**config.mk**
```make
export PLATFORM = sky130hd
export DESIGN_NAME = bootram_ctrl_flat
export DESIGN_NICKNAME = d
export VERILOG_FILES = /design/src/rtl/bootram_ctrl_if.sv /design/src/rtl/bootram_ctrl.sv /design/src/flat_wrapper.sv
export SDC_FILE = /design/constraint.sdc
export NUM_CORES = 1
export LEC_CHECK = 0
export ABC_AREA = 0
export ABC_CLOCK_PERIOD_IN_PS = 1500
export CAP_MARGIN = 20
export CELL_PAD_IN_SITES_DETAIL_PLACEMENT = 1
export CELL_PAD_IN_SITES_GLOBAL_PLACEMENT = 1
export CORE_AREA = 4 4 127 129
export DETAILED_ROUTE_END_ITERATION = 6
export DIE_AREA = 0 0 131 133
export PLACE_DENSITY = 0.76
export SKIP_LAST_GASP = 1
export SYNTH_ARGS = -nofsm -noshare
export SYNTH_HDL_FRONTEND = slang
export SYNTH_SLANG_ARGS = --single-unit
export TNS_END_PERCENT = 20
```
**constraint.sdc**
```tcl
create_clock -name clk -period 1.5 [get_ports clk]
set_input_delay 0.225 -clock clk [delete_from_list [all_inputs] [get_ports clk]]
set_output_delay 0.225 -clock clk [all_outputs]
set_load 0.005 [all_outputs]
```
**src/rtl/bootram_ctrl_if.sv**
```systemverilog
// Boot RAM controller bus bundle: CPU native bus, UART loader port, and the
// strobes/data shared by the four BSRAM byte lanes.
// slave  = the controller side (accepts requests, drives the lanes).
// master = requesters plus the RAM lanes (drive requests, consume responses).
interface bootram_ctrl_if #(
  parameter int WORD_AW = 11
);
  // CPU native memory bus
  logic                 mem_valid;
  logic [31:0]          mem_addr;
  logic [31:0]          mem_wdata;
  logic [3:0]           mem_wstrb;
  logic                 mem_ready;
  logic [31:0]          mem_rdata;
  // byte-wide loader/debug port
  logic                 ld_req;
  logic                 ld_we;
  logic [WORD_AW+1:0]   ld_addr;
  logic [7:0]           ld_wdata;
  logic                 ld_ack;
  logic [7:0]           ld_rdata;
  // four 2Kx8 lanes, lane n = byte n of the word
  logic [3:0]           ram_ce;
  logic [3:0]           ram_wre;
  logic [WORD_AW-1:0]   ram_ad;
  logic [31:0]          ram_din;
  logic [31:0]          ram_dout;
  logic                 ram_oce;
  logic                 ram_reset;
  // status
  logic                 busy;

  modport slave (
    input  mem_valid, mem_addr, mem_wdata, mem_wstrb,
    input  ld_req, ld_we, ld_addr, ld_wdata,
    input  ram_dout,
    output mem_ready, mem_rdata, ld_ack, ld_rdata,
    output ram_ce, ram_wre, ram_ad, ram_din, ram_oce, ram_reset,
    output busy
  );

  modport master (
    output mem_valid, mem_addr, mem_wdata, mem_wstrb,
    output ld_req, ld_we, ld_addr, ld_wdata,
    output ram_dout,
    input  mem_ready, mem_rdata, ld_ack, ld_rdata,
    input  ram_ce, ram_wre, ram_ad, ram_din, ram_oce, ram_reset,
    input  busy
  );
endinterface

```
**src/rtl/bootram_ctrl.sv**
```systemverilog
// Boot RAM sequencer/arbiter: shares four BSRAM byte lanes between the CPU bus and the UART loader.
// Latency: request seen in IDLE at cycle N -> lane strobes at N+1 -> ready/ack pulse at N+2; next grant at N+3.
// Backpressure: requesters hold their request until the one-cycle ready/ack pulse; one access in flight at a time.
// Ports: clk, resetn (async active-low), bus (bootram_ctrl_if.slave: CPU bus, loader port, lane strobes, busy).
module bootram_ctrl #(
  parameter int WORD_AW       = 11,
  parameter bit LD_FIXED_PRIO = 1'b0
) (
  input logic           clk,
  input logic           resetn,
  bootram_ctrl_if.slave bus
);

  typedef enum logic [1:0] {
    IDLE   = 2'd0,
    ACCESS = 2'd1,
    RESP   = 2'd2
  } state_t;

  state_t             state;
  logic               gnt_cpu;      // 1: CPU owns the current access, 0: loader
  logic               last_ld;      // arbitration pointer: 1 = loader won the last contested decision
  logic               wr_q;         // current access is a write
  logic [1:0]         lane_q;       // loader byte lane of the current access
  logic               mem_ready_q;
  logic               ld_ack_q;
  logic [7:0]         ld_rdata_q;
  logic [3:0]         ram_ce_q;
  logic [3:0]         ram_wre_q;
  logic [WORD_AW-1:0] ram_ad_q;
  logic [31:0]        ram_din_q;

  logic               any_req;
  logic               pick_cpu;
  logic               cpu_wr;
  logic [3:0]         ld_lane_oh;
  logic               unused_addr;

  assign any_req    = bus.mem_valid | bus.ld_req;
  assign cpu_wr     = |bus.mem_wstrb;
  assign ld_lane_oh = 4'b0001 << bus.ld_addr[1:0];

  // The CPU wins when it is alone, or on a tie when round-robin is selected
  // and the loader took the previous tie.
  assign pick_cpu = bus.mem_valid &&
                    (!bus.ld_req || (!LD_FIXED_PRIO && last_ld));

  // Only the word-address field of the CPU byte address reaches the RAM.
  assign unused_addr = ^{bus.mem_addr[31:WORD_AW+2], bus.mem_addr[1:0]};

  always_ff @(posedge clk or negedge resetn) begin
    if (!resetn) begin
      state       <= IDLE;
      gnt_cpu     <= 1'b0;
      last_ld     <= 1'b1;
      wr_q        <= 1'b0;
      lane_q      <= 2'd0;
      mem_ready_q <= 1'b0;
      ld_ack_q    <= 1'b0;
      ld_rdata_q  <= 8'h00;
      ram_ce_q    <= 4'h0;
      ram_wre_q   <= 4'h0;
      ram_ad_q    <= '0;
      ram_din_q   <= 32'h0;
    end else begin
      case (state)
        IDLE: begin
          mem_ready_q <= 1'b0;
          ld_ack_q    <= 1'b0;
          if (any_req) begin
            state   <= ACCESS;
            gnt_cpu <= pick_cpu;
            // The pointer only moves on contested decisions, so consecutive
            // simultaneous pairs alternate their winner.
            if (bus.mem_valid && bus.ld_req) begin
              last_ld <= !pick_cpu;
            end
            if (pick_cpu) begin
              ram_ad_q  <= bus.mem_addr[WORD_AW+1:2];
              ram_din_q <= bus.mem_wdata;
              wr_q      <= cpu_wr;
              ram_ce_q  <= cpu_wr ? bus.mem_wstrb : 4'hF;
              ram_wre_q <= bus.mem_wstrb;
            end else begin
              ram_ad_q  <= bus.ld_addr[WORD_AW+1:2];
              ram_din_q <= {4{bus.ld_wdata}};
              wr_q      <= bus.ld_we;
              lane_q    <= bus.ld_addr[1:0];
              ram_ce_q  <= ld_lane_oh;
              ram_wre_q <= bus.ld_we ? ld_lane_oh : 4'h0;
            end
          end
        end

        ACCESS: begin
          // RAM samples the strobes at this edge; drop them for RESP.
          ram_ce_q    <= 4'h0;
          ram_wre_q   <= 4'h0;
          mem_ready_q <= gnt_cpu;
          ld_ack_q    <= !gnt_cpu;
          state       <= RESP;
        end

        RESP: begin
          mem_ready_q <= 1'b0;
          ld_ack_q    <= 1'b0;
          // Loader read byte is captured here and held until the next loader read.
          if (!gnt_cpu && !wr_q) begin
            ld_rdata_q <= bus.ram_dout[{lane_q, 3'b000} +: 8];
          end
          state <= IDLE;
        end

        default: begin
          state <= IDLE;
        end
      endcase
    end
  end

  assign bus.mem_ready = mem_ready_q;
  // ram_dout is only valid in RESP; the response word is gated by the
  // registered ready so it is zero at all other times and on writes.
  assign bus.mem_rdata = (mem_ready_q && !wr_q) ? bus.ram_dout : 32'h0;
  assign bus.ld_ack    = ld_ack_q;
  assign bus.ld_rdata  = ld_rdata_q;
  assign bus.ram_ce    = ram_ce_q;
  assign bus.ram_wre   = ram_wre_q;
  assign bus.ram_ad    = ram_ad_q;
  assign bus.ram_din   = ram_din_q;
  assign bus.ram_oce   = 1'b1;
  assign bus.ram_reset = 1'b0;
  assign bus.busy      = (state != IDLE);

endmodule
```
**src/flat_wrapper.sv**
```systemverilog
// flat-port wrapper written by rule: the top's interface ports become plain ports
module bootram_ctrl_flat 
#(
  parameter int WORD_AW       = 11,
  parameter bit LD_FIXED_PRIO = 1'b0
)
  (clk, resetn, bus_mem_valid, bus_mem_addr, bus_mem_wdata, bus_mem_wstrb, bus_ld_req, bus_ld_we, bus_ld_addr, bus_ld_wdata, bus_ram_dout, bus_mem_ready, bus_mem_rdata, bus_ld_ack, bus_ld_rdata, bus_ram_ce, bus_ram_wre, bus_ram_ad, bus_ram_din, bus_ram_oce, bus_ram_reset, bus_busy);
  bootram_ctrl_if #(.WORD_AW(WORD_AW)) bus_i ();
  input logic clk;
  input logic resetn;
  input wire logic [$bits(bus_i.mem_valid)-1:0] bus_mem_valid;
  input wire logic [$bits(bus_i.mem_addr)-1:0] bus_mem_addr;
  input wire logic [$bits(bus_i.mem_wdata)-1:0] bus_mem_wdata;
  input wire logic [$bits(bus_i.mem_wstrb)-1:0] bus_mem_wstrb;
  input wire logic [$bits(bus_i.ld_req)-1:0] bus_ld_req;
  input wire logic [$bits(bus_i.ld_we)-1:0] bus_ld_we;
  input wire logic [$bits(bus_i.ld_addr)-1:0] bus_ld_addr;
  input wire logic [$bits(bus_i.ld_wdata)-1:0] bus_ld_wdata;
  input wire logic [$bits(bus_i.ram_dout)-1:0] bus_ram_dout;
  output wire logic [$bits(bus_i.mem_ready)-1:0] bus_mem_ready;
  output wire logic [$bits(bus_i.mem_rdata)-1:0] bus_mem_rdata;
  output wire logic [$bits(bus_i.ld_ack)-1:0] bus_ld_ack;
  output wire logic [$bits(bus_i.ld_rdata)-1:0] bus_ld_rdata;
  output wire logic [$bits(bus_i.ram_ce)-1:0] bus_ram_ce;
  output wire logic [$bits(bus_i.ram_wre)-1:0] bus_ram_wre;
  output wire logic [$bits(bus_i.ram_ad)-1:0] bus_ram_ad;
  output wire logic [$bits(bus_i.ram_din)-1:0] bus_ram_din;
  output wire logic [$bits(bus_i.ram_oce)-1:0] bus_ram_oce;
  output wire logic [$bits(bus_i.ram_reset)-1:0] bus_ram_reset;
  output wire logic [$bits(bus_i.busy)-1:0] bus_busy;
  assign bus_i.mem_valid = bus_mem_valid;
  assign bus_i.mem_addr = bus_mem_addr;
  assign bus_i.mem_wdata = bus_mem_wdata;
  assign bus_i.mem_wstrb = bus_mem_wstrb;
  assign bus_i.ld_req = bus_ld_req;
  assign bus_i.ld_we = bus_ld_we;
  assign bus_i.ld_addr = bus_ld_addr;
  assign bus_i.ld_wdata = bus_ld_wdata;
  assign bus_i.ram_dout = bus_ram_dout;
  assign bus_mem_ready = bus_i.mem_ready;
  assign bus_mem_rdata = bus_i.mem_rdata;
  assign bus_ld_ack = bus_i.ld_ack;
  assign bus_ld_rdata = bus_i.ld_rdata;
  assign bus_ram_ce = bus_i.ram_ce;
  assign bus_ram_wre = bus_i.ram_wre;
  assign bus_ram_ad = bus_i.ram_ad;
  assign bus_ram_din = bus_i.ram_din;
  assign bus_ram_oce = bus_i.ram_oce;
  assign bus_ram_reset = bus_i.ram_reset;
  assign bus_busy = bus_i.busy;
  bootram_ctrl #(.WORD_AW(WORD_AW), .LD_FIXED_PRIO(LD_FIXED_PRIO)) u_core (.clk(clk), .resetn(resetn), .bus(bus_i));
endmodule
```
==> impl_summary.md <==
Status
The run finished, with violations left. The final reports fail on setup timing.

Worst setup path
The critical path in this run is classified as register to output pin. The slowest cell on the critical path is dfrtp_1. The number of cells on the worst reg-to-reg path is 5. For the worst setup path, the data required time is 1270 ps. The critical path goes through nor2b_4 > buf_4 > clkbuf_16 > and2_4 > buf_2.

The combined buffer and inverter count along the critical path is 3. In this design, the largest share of critical-path delay is due to flip-flops. The maximum net fanout on the critical path is 8. The destination of the worst register-to-register timing path is u_core.bus.ram_wre[3]$_DFFE_PN0P_. The worst setup path is launched from a register. In this design, the stage delay of the slowest critical-path cell is 420 ps.

STA classifies the critical path endpoint as an output pin. Data on the critical path arrives at its endpoint at 1400 ps. The setup check on the worst reg-to-reg path leaves a slack of -80 ps. The launching point of the worst reg2reg path is u_core.last_ld$_DFFE_PN1P_. The critical path depth is 5.

Clock tree
Clock tree synthesis selected as its root buffer the cell clkbuf_16. The longest clock path from root to sink contains 2 buffers. Counting every sink on the clock net gives 68. The clock tree synthesis step divided the H-tree into 3 levels. The post-CTS clock slew at the launch and capture registers of the worst setup and hold paths is approximately 60 ps. TritonCTS built the clock tree. For the worst-skew pair, the clock arrives at the later sink with an insertion delay of 330 ps. In this run, CTS created clock tree buffers numbering 9.

STA
Dividing the final minimum period by the clock period gives 108.6%. The minimum clock period after layout is between 1500 and 2000 ps. The aggregate negative setup slack is -3761 ps. Timing would allow up to around 610 MHz.

Setup violations remaining at the end of the flow were counted as 45. The clock tree skew after final layout is 8.504 ps. The final max-slew violation count is 0. The minimum setup slack in the final design is -129.0 ps. The hold violation count in the final report is 0. Setup repair after global routing could not meet its margin everywhere.

Floorplan
The top-level port count is 222. The floorplan row count is 45. Measured along the x axis, the die boundary spans 131 um. Once the floorplan was initialized, standard cells occupied around 23% of the core. The placeable core region is 15030 um2. The floorplan step defined a die boundary enclosing 17420 um2.

The floorplan step set the die height to 133 um.

Finish
The sequential cell area in the final layout is 1704 um2. After the last flow step, the layout net total stands at 711. Fill cells in the final layout number ~1700. Relative to the synthesized area, the layout overhead comes to 82.94%. In the final layout, the share of cells above drive strength 1 is roughly 22%.

The final cell count without fillers is slightly below 800. In the final layout, the multi-input gates occupy 1589 um2. 0 antenna diodes ended up in the layout. The share of the core filled with cells is 41.41%.

Synth
After synthesis, the most frequently instantiated cells are dfrtp_1, nand2_1, o21ai_0, and2_1, a21oi_1. The most used flip-flop cell after synthesis is dfrtp_1. Among all cell types in the netlist, the one instantiated most often is dfrtp_1. The share of flip-flops with an asynchronous set or reset is 100.0%. Summing every instance area after synthesis gives 3403 um2. Counting flops with a built-in enable in the synthesized netlist gives 0. The average cell area after synthesis is 9.614 um2. Summed over its instances, the top area cell type makes up 49.26% of the synthesized netlist area. Of all cell types, the one taking the most synthesized area is dfrtp_1. In the post-synthesis netlist, the biggest area contributors are dfrtp_1, nand2_1, and2_1, o21ai_0, mux4_2. Counting every instance in the synthesized netlist gives 354. After synthesis, flip-flops and latches occupy between 50% and 60% of the total area. Synthesis instantiated 37 different standard cells from the library. Synthesis inferred 68 register bits. The number of nets in the synthesized netlist is 480. The number of warnings issued by yosys is 0.

Power and ir drop
The internal power of the cells totals 0.007363 W. Summed over all cells, the static leakage comes to 2.688 nW. The power share of the combinational group is 48.8%.

Net switching is between 30% and 40% of the power. The share of power burned in the clock network is 21.4%. The overall power after layout is 0.01106 W.

The largest voltage drop on the vdd net is about 0.72 mV. Registers are responsible for 29.8% of the overall power. The total power divided by cell area is 1777 nW/um2. In this run the power spent charging and discharging nets is 0.003698 W.

Global routing
The initial antenna violation count came to 0. Entering global routing, the biggest net connects 41 pins. Global routing finished with a remaining overflow of 0.

The first global-routing pass estimated 22580 um of wire. The number of global-route vias before repair was just under 4000. The overall routing resource usage is around 17%.

Route
For this block, the initial DRC count from the detailed router was 112. The via density per instance is 4.559. In this run the remaining antenna-violating nets after routing total 0. Summing over every cut layer, the via total after detailed routing is 3547. After detailed routing, the number of remaining DRC violations is 0. The detailed-route wire length is 14690 um. In the final routed layout, each cell accounts on average for 18.88 um. The first-pass iteration count of the detailed router is 4.

Placement
After legalization and detailed placement, the total HPWL measured 11180 um. The congestion estimate from routability-driven global placement came to 0.7607. The quantity of I/O buffers inserted on ports is a little under 200.

The number of placed instances, taps included, is 752.

Flow run
Max-cap violations in this run came to 0.

Worst hold path
The worst hold path belongs to the class input port to asynchronous set/reset pin.
[timing repair]
action                                  CTS  global route
gates resized for setup                 106            34
hold buffers                              1             0
setup buffers                             3             4
gates cloned                              1             2
hold endpoints to repair                 27             0
endpoints found under the setup margin   92            99
[cells in the final DEF (no fill, tap or decap), types with 6 or more instances in the layout]
master and instances:
mux4_2 8, and2_1 29, nor2_1 14, nand2_1 63
clkdlybuf4s50_1 164, clkbuf_16 11, a21oi_1 32, a21boi_1 6
dfrtp_1 66, buf_4 35, clkbuf_2 13, o21ai_0 41
a31oi_1 11, buf_2 18, buf_12 9, mux2_2 10
[cells by family after synthesis]
group,share of synthesized area (%)
AO/OA/AOI/OAI,16.76
other,0.2207
flip-flops,50.04
AND/OR/NAND/NOR,18.82
buffers and inverters,4.706
multiplexers,9.191
XOR/XNOR,0.2574
[metal layers]
| metal | vias up | share of wire (%) | GRT usage, % |
|---|---|---|---|
| li1 | 1686 | - | - |
| met1 | 1761 | 42 | 20.84 |
| met2 | 82 | 53 | 29.49 |
| met3 | 18 | 3.5 | 3.230 |
| met4 | 0 | 1.6 | 4.343 |
| met5 | - | 0 | 0 |
[power by group through the flow]
stage | Clock [W] | Sequential (W) | Combinational, W
after floorplan | 0 | 0.00328 | 0.00205
after global placement | 0 | 0.00329 | 0.00510
after detailed placement | 0 | 0.00333 | 0.00526
after CTS | 0.00241 | 0.00331 | 0.00534
after global routing | 0.00251 | 0.00341 | 0.00591
final | 0.00236 | 0.00330 | 0.00540
[cell type report]
class | count | area share (%)
inverters | 2 | 0.1608
multi-input cells | 257 | 25.52
clock inverters | 7 | 1.628
flip-flops and latches | 68 | 27.37
clock buffers | 9 | 3.617
repair buffers | 247 | 37.92
well taps | 188 | 3.778
[per-stage QoR]
stage                     setup WS, ps  cell area (um2)  hold WS (ps)
final                           -129.0             6226         399.7
after global routing            -190.9             6226         437.7
after global placement          -221.0             5857         206.8
after detailed placement        -320.2             5857         210.2
after floorplan                  43.28             3403        -70.59
after CTS                       -205.8             6177         399.5
[registers in the layout (all words and copies together), names as in the netlist]
name	cells
u_core.bus.ld_rdata	8
u_core.bus.ram_din	32
u_core.lane_q	2
u_core.bus.ram_wre	4
u_core.bus.mem_ready	1
u_core.wr_q	1
u_core.state	2
u_core.last_ld	1
u_core.bus.ram_ce	4
u_core.bus.ld_ack	1
u_core.gnt_cpu	1
u_core.bus.ram_ad	11
[worst max path at each step]
stage	startpoint	to
after floorplan	u_core.state[1]$_DFFE_PN0P_	u_core.lane_q[0]$_DFFE_PN0P_
after global placement	bus_mem_wstrb[2]	u_core.wr_q$_DFFE_PN0P_
after detailed placement	bus_ld_req	u_core.bus.ram_din[16]$_DFFE_PN0P_
after CTS	u_core.wr_q$_DFFE_PN0P_	bus_mem_rdata[12]
after global routing	u_core.wr_q$_DFFE_PN0P_	bus_mem_rdata[27]
final	u_core.wr_q$_DFFE_PN0P_	bus_mem_rdata[30]
Note: power is estimated with default switching activity, not from simulation.
